File: src/rtl/joy_db15_tx.sv
`default_nettype none
// +----------------------------------------------------------------------------+
// | joy_db15_tx : two-player joystick state to DB15 serial frame transmitter    |
// | Revision    : 1.0                                                          |
// +----------------------------------------------------------------------------+
module joy_db15_tx #(
   parameter int BITS    = 24,
   parameter int SYNC    = 2,
   parameter int TIMEOUT = 2000000
) (
   input  logic        clk,
   input  logic        reset,
   input  logic [11:0] joy1,
   input  logic [11:0] joy2,
   input  logic        joy_load_i,
   input  logic        joy_clk_i,
   output logic        joy_data_o,
   output logic        frame_done,
   output logic        active,
   output logic [5:0]  bit_cnt
);
   localparam int                c_WD_W    = (TIMEOUT < 1) ? 1 : $clog2(TIMEOUT + 1);
   localparam logic [c_WD_W-1:0] c_TIMEOUT = c_WD_W'(TIMEOUT);
   localparam logic [5:0]        c_BITS    = 6'(BITS);
   localparam logic [5:0]        c_LAST    = 6'(BITS - 1);

   logic [SYNC-1:0]   r_ld_sync;
   logic [SYNC-1:0]   r_ck_sync;
   logic              r_ld_prev;
   logic              r_ck_prev;
   logic [BITS-1:0]   r_sr;
   logic [5:0]        r_bit_cnt;
   logic              r_data;
   logic              r_frame_done;
   logic [c_WD_W-1:0] r_wd;

   logic [23:0]       w_raw;
   logic [BITS-1:0]   w_frame;
   logic              w_ld_s;
   logic              w_ck_s;
   logic              w_ck_rise;
   logic              w_ld_fall;

   assign w_raw     = ~{joy2, joy1};
   assign w_ld_s    = r_ld_sync[SYNC-1];
   assign w_ck_s    = r_ck_sync[SYNC-1];
   assign w_ck_rise = w_ck_s & ~r_ck_prev;
   assign w_ld_fall = ~w_ld_s & r_ld_prev;

   // Frames longer than the 24 button bits are padded with released (1) bits on top
   generate
      if (BITS <= 24) begin : g_trunc
         assign w_frame = w_raw[BITS-1:0];
      end else begin : g_pad
         assign w_frame = {{(BITS-24){1'b1}}, w_raw};
      end
   endgenerate

   // Edge-history flops reset to the idle levels so release cannot fake an edge
   always_ff @(posedge clk or posedge reset) begin
      if (reset) begin
         r_ld_sync <= '1;
         r_ck_sync <= '0;
         r_ld_prev <= 1'b1;
         r_ck_prev <= 1'b0;
      end else begin
         r_ld_sync <= {r_ld_sync[SYNC-2:0], joy_load_i};
         r_ck_sync <= {r_ck_sync[SYNC-2:0], joy_clk_i};
         r_ld_prev <= w_ld_s;
         r_ck_prev <= w_ck_s;
      end
   end

   always_ff @(posedge clk or posedge reset) begin
      if (reset) begin
         r_sr         <= '1;
         r_bit_cnt    <= '0;
         r_data       <= 1'b1;
         r_frame_done <= 1'b0;
      end else begin
         r_data       <= r_sr[BITS-1];
         r_frame_done <= 1'b0;
         if (!w_ld_s) begin
            r_sr      <= w_frame;
            r_bit_cnt <= '0;
         end else if (w_ck_rise) begin
            r_sr <= {r_sr[BITS-2:0], 1'b1};
            if (r_bit_cnt != c_BITS) begin
               r_bit_cnt <= r_bit_cnt + 6'd1;
            end
            r_frame_done <= (r_bit_cnt == c_LAST);
         end
      end
   end

   always_ff @(posedge clk or posedge reset) begin
      if (reset) begin
         r_wd <= '0;
      end else if (w_ld_fall) begin
         r_wd <= c_TIMEOUT;
      end else if (r_wd != '0) begin
         r_wd <= r_wd - 1'b1;
      end
   end

   assign joy_data_o = r_data;
   assign frame_done = r_frame_done;
   assign bit_cnt    = r_bit_cnt;
   assign active     = (r_wd != '0);

endmodule
`default_nettype wire

File: config.mk
export PLATFORM = sky130hd
export DESIGN_NAME = joy_db15_tx
export DESIGN_NICKNAME = d
export VERILOG_FILES = /design/src/rtl/joy_db15_tx.sv
export SDC_FILE = /design/constraint.sdc
export NUM_CORES = 1
export LEC_CHECK = 0
export BUFFER_PORTS_ARGS = -buffer_cell sky130_fd_sc_hd__buf_4
export CORE_MARGIN = 2
export CORE_UTILIZATION = 45
export CTS_CLUSTER_DIAMETER = 200
export CTS_CLUSTER_SIZE = 40
export DETAILED_ROUTE_END_ITERATION = 10
export GPL_ROUTABILITY_DRIVEN = 0
export SYNTH_ARGS = -nofsm -noshare
export SYNTH_HDL_FRONTEND = slang
export SYNTH_SLANG_ARGS = --single-unit
File: constraint.sdc
create_clock -name clk -period 2.35 [get_ports clk]
set_input_delay 0.47 -clock clk [delete_from_list [all_inputs] [get_ports clk]]
set_output_delay 0.47 -clock clk [all_outputs]
set_load 0.1 [all_outputs]
**After elaboration in Yosys (flattened, before gate mapping)**

Index checks and enable logic that the tools add are counted.

- Register bits: 59
- Input port bits: 28
- Output and inout bits: 9
- Word-level logic and storage cells: 32

- Add/sub/neg operators: 2
- Equality and inequality tests: 4
- Mux-type cells: 9
- Bitwise logic cells: 5
- Reduce and logical (&&, ||, !) cells: 3

Operators by type and width:

| operator | count |
|---|---|
| $mux 24 | 2 |
| $mux 21 | 2 |
| $not 24->24 | 1 |
| $reduce_bool 21->1 | 1 |
| $sub 21x1->21 const B | 1 |
| $mux 6 | 3 |
| $add 6x1->6 const B | 1 |
| $eq 6x5->1 const B | 1 |
| $ne 6x5->1 const B | 1 |
| $ne 2x1->1 const B | 2 |
| $and 1x1->1 | 2 |
| $mux 1 | 2 |
| $not 1->1 | 2 |
| $reduce_and 2->1 | 1 |
| $reduce_bool 2->1 | 1 |

**Longest topological paths before layout**

- Depth in word-level cells: 4
- Depth in mapped cells: 8
- Gate-level depth less buffers: 6

**Worst setup path before layout**

Ideal clock, no wire load.

- Kind: register to register
- From: register r_bit_cnt[0] (netlist: bit_cnt[0])
- To: register r_bit_cnt[5] (netlist: bit_cnt[5])
- Arrival time: 2.060 ns
- Slack: 0.213 ns
- Cell stages (with the launch flop): 7
- Path buffers: 0
- Path through: dfrtp_1 -> inv_1 -> ha_1 -> nand2_1 -> o41ai_2 -> or4_1 -> o21ai_1

- Longest elaborated chain between the ends: 4
- Elaborated cells between the ends (all ways): 7
- Those cells by class: 1 x add/sub; 2 x eq/ne; 3 x mux; 1 x reduce/logical

Ends and longest elaborated chain:

| element | RTL line | RTL |
|---|---|---|
| start, declared | 32 | `logic [5:0] r_bit_cnt;` |
| start signal, assigned | 89 | `r_bit_cnt <= r_bit_cnt + 6'd1;` |
| $add 6x1->6 | 89 |  |
| $mux 6 | 88 | `if (r_bit_cnt != c_BITS) begin` |
| $mux 6 | 86 | `end else if (w_ck_rise) begin` |
| $mux 6 | 83 | `if (!w_ld_s) begin` |

Several ways; a longest one is shown, not always the timed one. The select of a mux whose other input is x is not followed.
A chain may end at the register's enable or synchronous reset.

**Final worst setup path**

- From: register r_wd[8]
- To: output active

- Longest elaborated chain between the ends: 1

Ends and longest elaborated chain:

| element | RTL line | RTL |
|---|---|---|
| start, declared | 35 | `logic [c_WD_W-1:0] r_wd;` |
| start signal, assigned | 100 | `r_wd <= c_TIMEOUT;` |
| start signal, assigned | 102 | `r_wd <= r_wd - 1'b1;` |
| $reduce_bool 21->1 | 109 | `assign active = (r_wd != '0);` |
| end, declared | 19 | `output logic active,` |

No other way between the ends.

==> metrics <==
status finished clean; Final Hold Viols 0; Synth area leader dfrtp_1; TritonCTS clock tree built; final wirelength 6535 µm; HP Class primary input to asynchronous set/reset pin; Layout area overhead 20.29%; PwrDens 842.6 mW/mm²; Via density 5.492; CP required 1.88 ns; first-pass GRT wire length 11310 µm; TritonCTS Buffers 9; top-area cell type share of the netlist area 25.67%; DR pass1 iterations 4; max cap viols 0; largest net degree at the start of global routing 39; fillers 592; DP Worst Slack 0.3683 ns; Worst Setup Start Kind register; I/O pin count 37; top cells by area, synth dfrtp_1 (26%), dfstp_2 (24%), nand2_1 (8.3%), a21oi_1 (5.8%), and3_1 (4.8%); reg2reg start r_wd[0]; Synth Register Bits 59; TNS Setup 0 ns; input/output buffers 36; wire length on met2 2913 µm; # setup viols final 0; Starting Density 47.05%; synthesized instance count 320; Layout Skew 0.01028 ns; core area 0.006422 mm²; clk sink count 59; wl on met1 3240 µm; Inst Count DP 422; vias in the first global route 2360; # diodes 0; Slew Limit Fails 0; unrepaired setup endpoints after global routing no; layout cells sized above 1 28.73%; Skew-Pair Late Insertion Delay 0.34 ns; # rows 29; Slew HR 65.05%; WL/cell 14.89 µm; DRC violations left 0; Congestion Overflow GR 0; initial antenna violation count 0; met3 wire len 245 µm; CP Max Fanout 6; Clk pin slew, worst setup/hold paths 0.07 ns; Top Layer Used met4; htree depth 3; slew at the pin with the worst max-slew slack 0.5229 ns; fin cells 439; CTS Hold Bufs 0; Worst IR Drop VDD 0.4943 mV; Clock Path Buffers 2; Yosys Warn Count 0; post-synthesis sequential area ratio 50.02%; average cell area after synthesis 9.443 µm²; Arrival @ worst endpoint 1.82 ns; GRT Total Usage 19.46%; CP startpoint r_wd[8]; Leak Pwr 1.628 nW; post-synthesis net count 352; Routed Antenna Nets 0; First DRT Iteration DRCs 146; Crit. End Element primary output; fin crit share 97.59%; CTS root buf clkbuf_8; DIE WIDTH 85.95 µm; Post-Syn Area 0.003022 mm²; Distinct cells, synth 49; Max Clock Freq 436.0 MHz; final period demand of the worst path 2.293 ns; dpl hpwl 4286 µm; Post-synth EDFFs 0; die area 0.007387 mm²; kind of critical path register to primary output; via count 2411; Final #Nets 389; post-synthesis async set-or-reset flop share 100.0%; Main synth FF type dfrtp_1; final worst slack 0.05668 ns; Die Y 85.95 µm
-- cells by family after synthesis --
logic type,count (synthesis),synth area share (%)
multiplexers,10,3.313
flip-flops,59,50.02
adder cells (fa/ha/maj),4,1.656
AO/OA/AOI/OAI,59,11.80
XOR/XNOR,1,0.2899
buffers and inverters,29,4.348
AND/OR/NAND/NOR,158,28.57
-- synthesized netlist by cell type (all sizes together), types with 6 or more instances --
cell,n
nor4,7
dfstp,28
clkbuf,12
or4,7
mux2i,10
buf,7
and3,23
dfrtp,31
nor2,11
inv,10
a21oi,35
nand2b,7
o21ai,7
nor3,6
nand2,68
-- final timing paths --
check | end | slack, ns | cells past startpoint
worst max-delay path | active | 0.06 | 4
worst min-delay path | r_wd[11] | 0.16 | 2
worst max register to register | r_wd[14] | 0.37 | 7
worst min register to register | r_ld_sync[1] | 0.36 | 0
max in group asynchronous | r_ld_sync[1] | 1.54 | 3
min in group clk | r_ld_sync[0] | 0.24 | 1
-- critical path: stages, from the launching register on --
cell and delay, ns:
dfrtp_1 0.45, nor4_4 0.40, and4b_1 0.34, nand2_4 0.07
buf_4 0.23
-- layer usage --
metal / up-vias / GRT usage, %
met2: 40 / 29.03
met3: 10 / 3.657
met4: 0 / 9.091
li1: 1198 / -
met5: - / 0
met1: 1163 / 27.36
-- cell usage in the layout, fill, tap and decap left out, types with 2 or more instances in the layout --
master | synthesis | routed
o211ai_1 | 3 | 3
dfstp_2 | 28 | 28
clkinv_2 | 0 | 2
mux2i_1 | 10 | 10
nor4_1 | 5 | 3
nor3_1 | 6 | 6
nand4_1 | 4 | 4
a21oi_1 | 35 | 35
or3_1 | 5 | 5
buf_4 | 0 | 44
bufinv_16 | 0 | 2
nor2_1 | 11 | 11
ha_1 | 4 | 4
nand2_1 | 67 | 67
and2_1 | 3 | 3
a211oi_1 | 2 | 2
o31ai_1 | 4 | 4
o21ai_0 | 5 | 5
nand3_1 | 5 | 5
clkbuf_8 | 0 | 10
nand2b_1 | 6 | 6
or4_1 | 7 | 7
nor4_4 | 2 | 3
inv_1 | 10 | 9
nand4b_1 | 2 | 2
o21ai_1 | 2 | 2
and3_1 | 23 | 23
dfrtp_1 | 31 | 31
-- final cells by class --
class	instances	area [µm²]	share of cell area, %
repair buffers	45	350.3	9.639
clock inverters	4	70.07	1.928
flip-flops and latches	59	1511	41.58
inverters	10	37.54	1.033
well taps	77	96.34	2.651
multi-input cells	232	1403	38.59
clock buffers	12	166.4	4.578
-- timing repair --
action | CTS | global route
endpoints found under the setup margin | 1 | 1
setup buffers | 0 | 1
pin swaps | 0 | 1
endpoints found under the hold margin | 0 | 0
gates resized for setup | 1 | 2
-- sequential cells by signal (all words and copies together) (netlist names) --
name        flops
frame_done      1
r_sr           24
bit_cnt         6
r_wd           21
r_ld_prev       1
r_ld_sync       2
r_ck_prev       1
r_ck_sync       2
joy_data_o      1
-- through the flow --
| stage | power (mW) | hold slack, ns | instance area, µm² | util (%) |
|---|---|---|---|---|
| finish | 3.062 | 0.1565 | 3635 | 56.59 |
| global route | 3.241 | 0.1965 | 3635 | 56.59 |
| CTS | 3.076 | 0.1733 | 3612 | 56.24 |
| detailed placement | 1.970 | 0.3491 | 3369 | 52.46 |
| global placement | 1.957 | 0.3353 | 3369 | 52.46 |
| floorplan | 1.795 | 0.3312 | 3022 | - |
-- power breakdown --
part           internal [mW]  total [mW]  switching [mW]
Clock                  0.687        1.10           0.411
Combinational          0.274       0.656           0.382
Sequential              1.18        1.31           0.131
Total                   2.14        3.06           0.923
(Power assumes the default switching activity.)
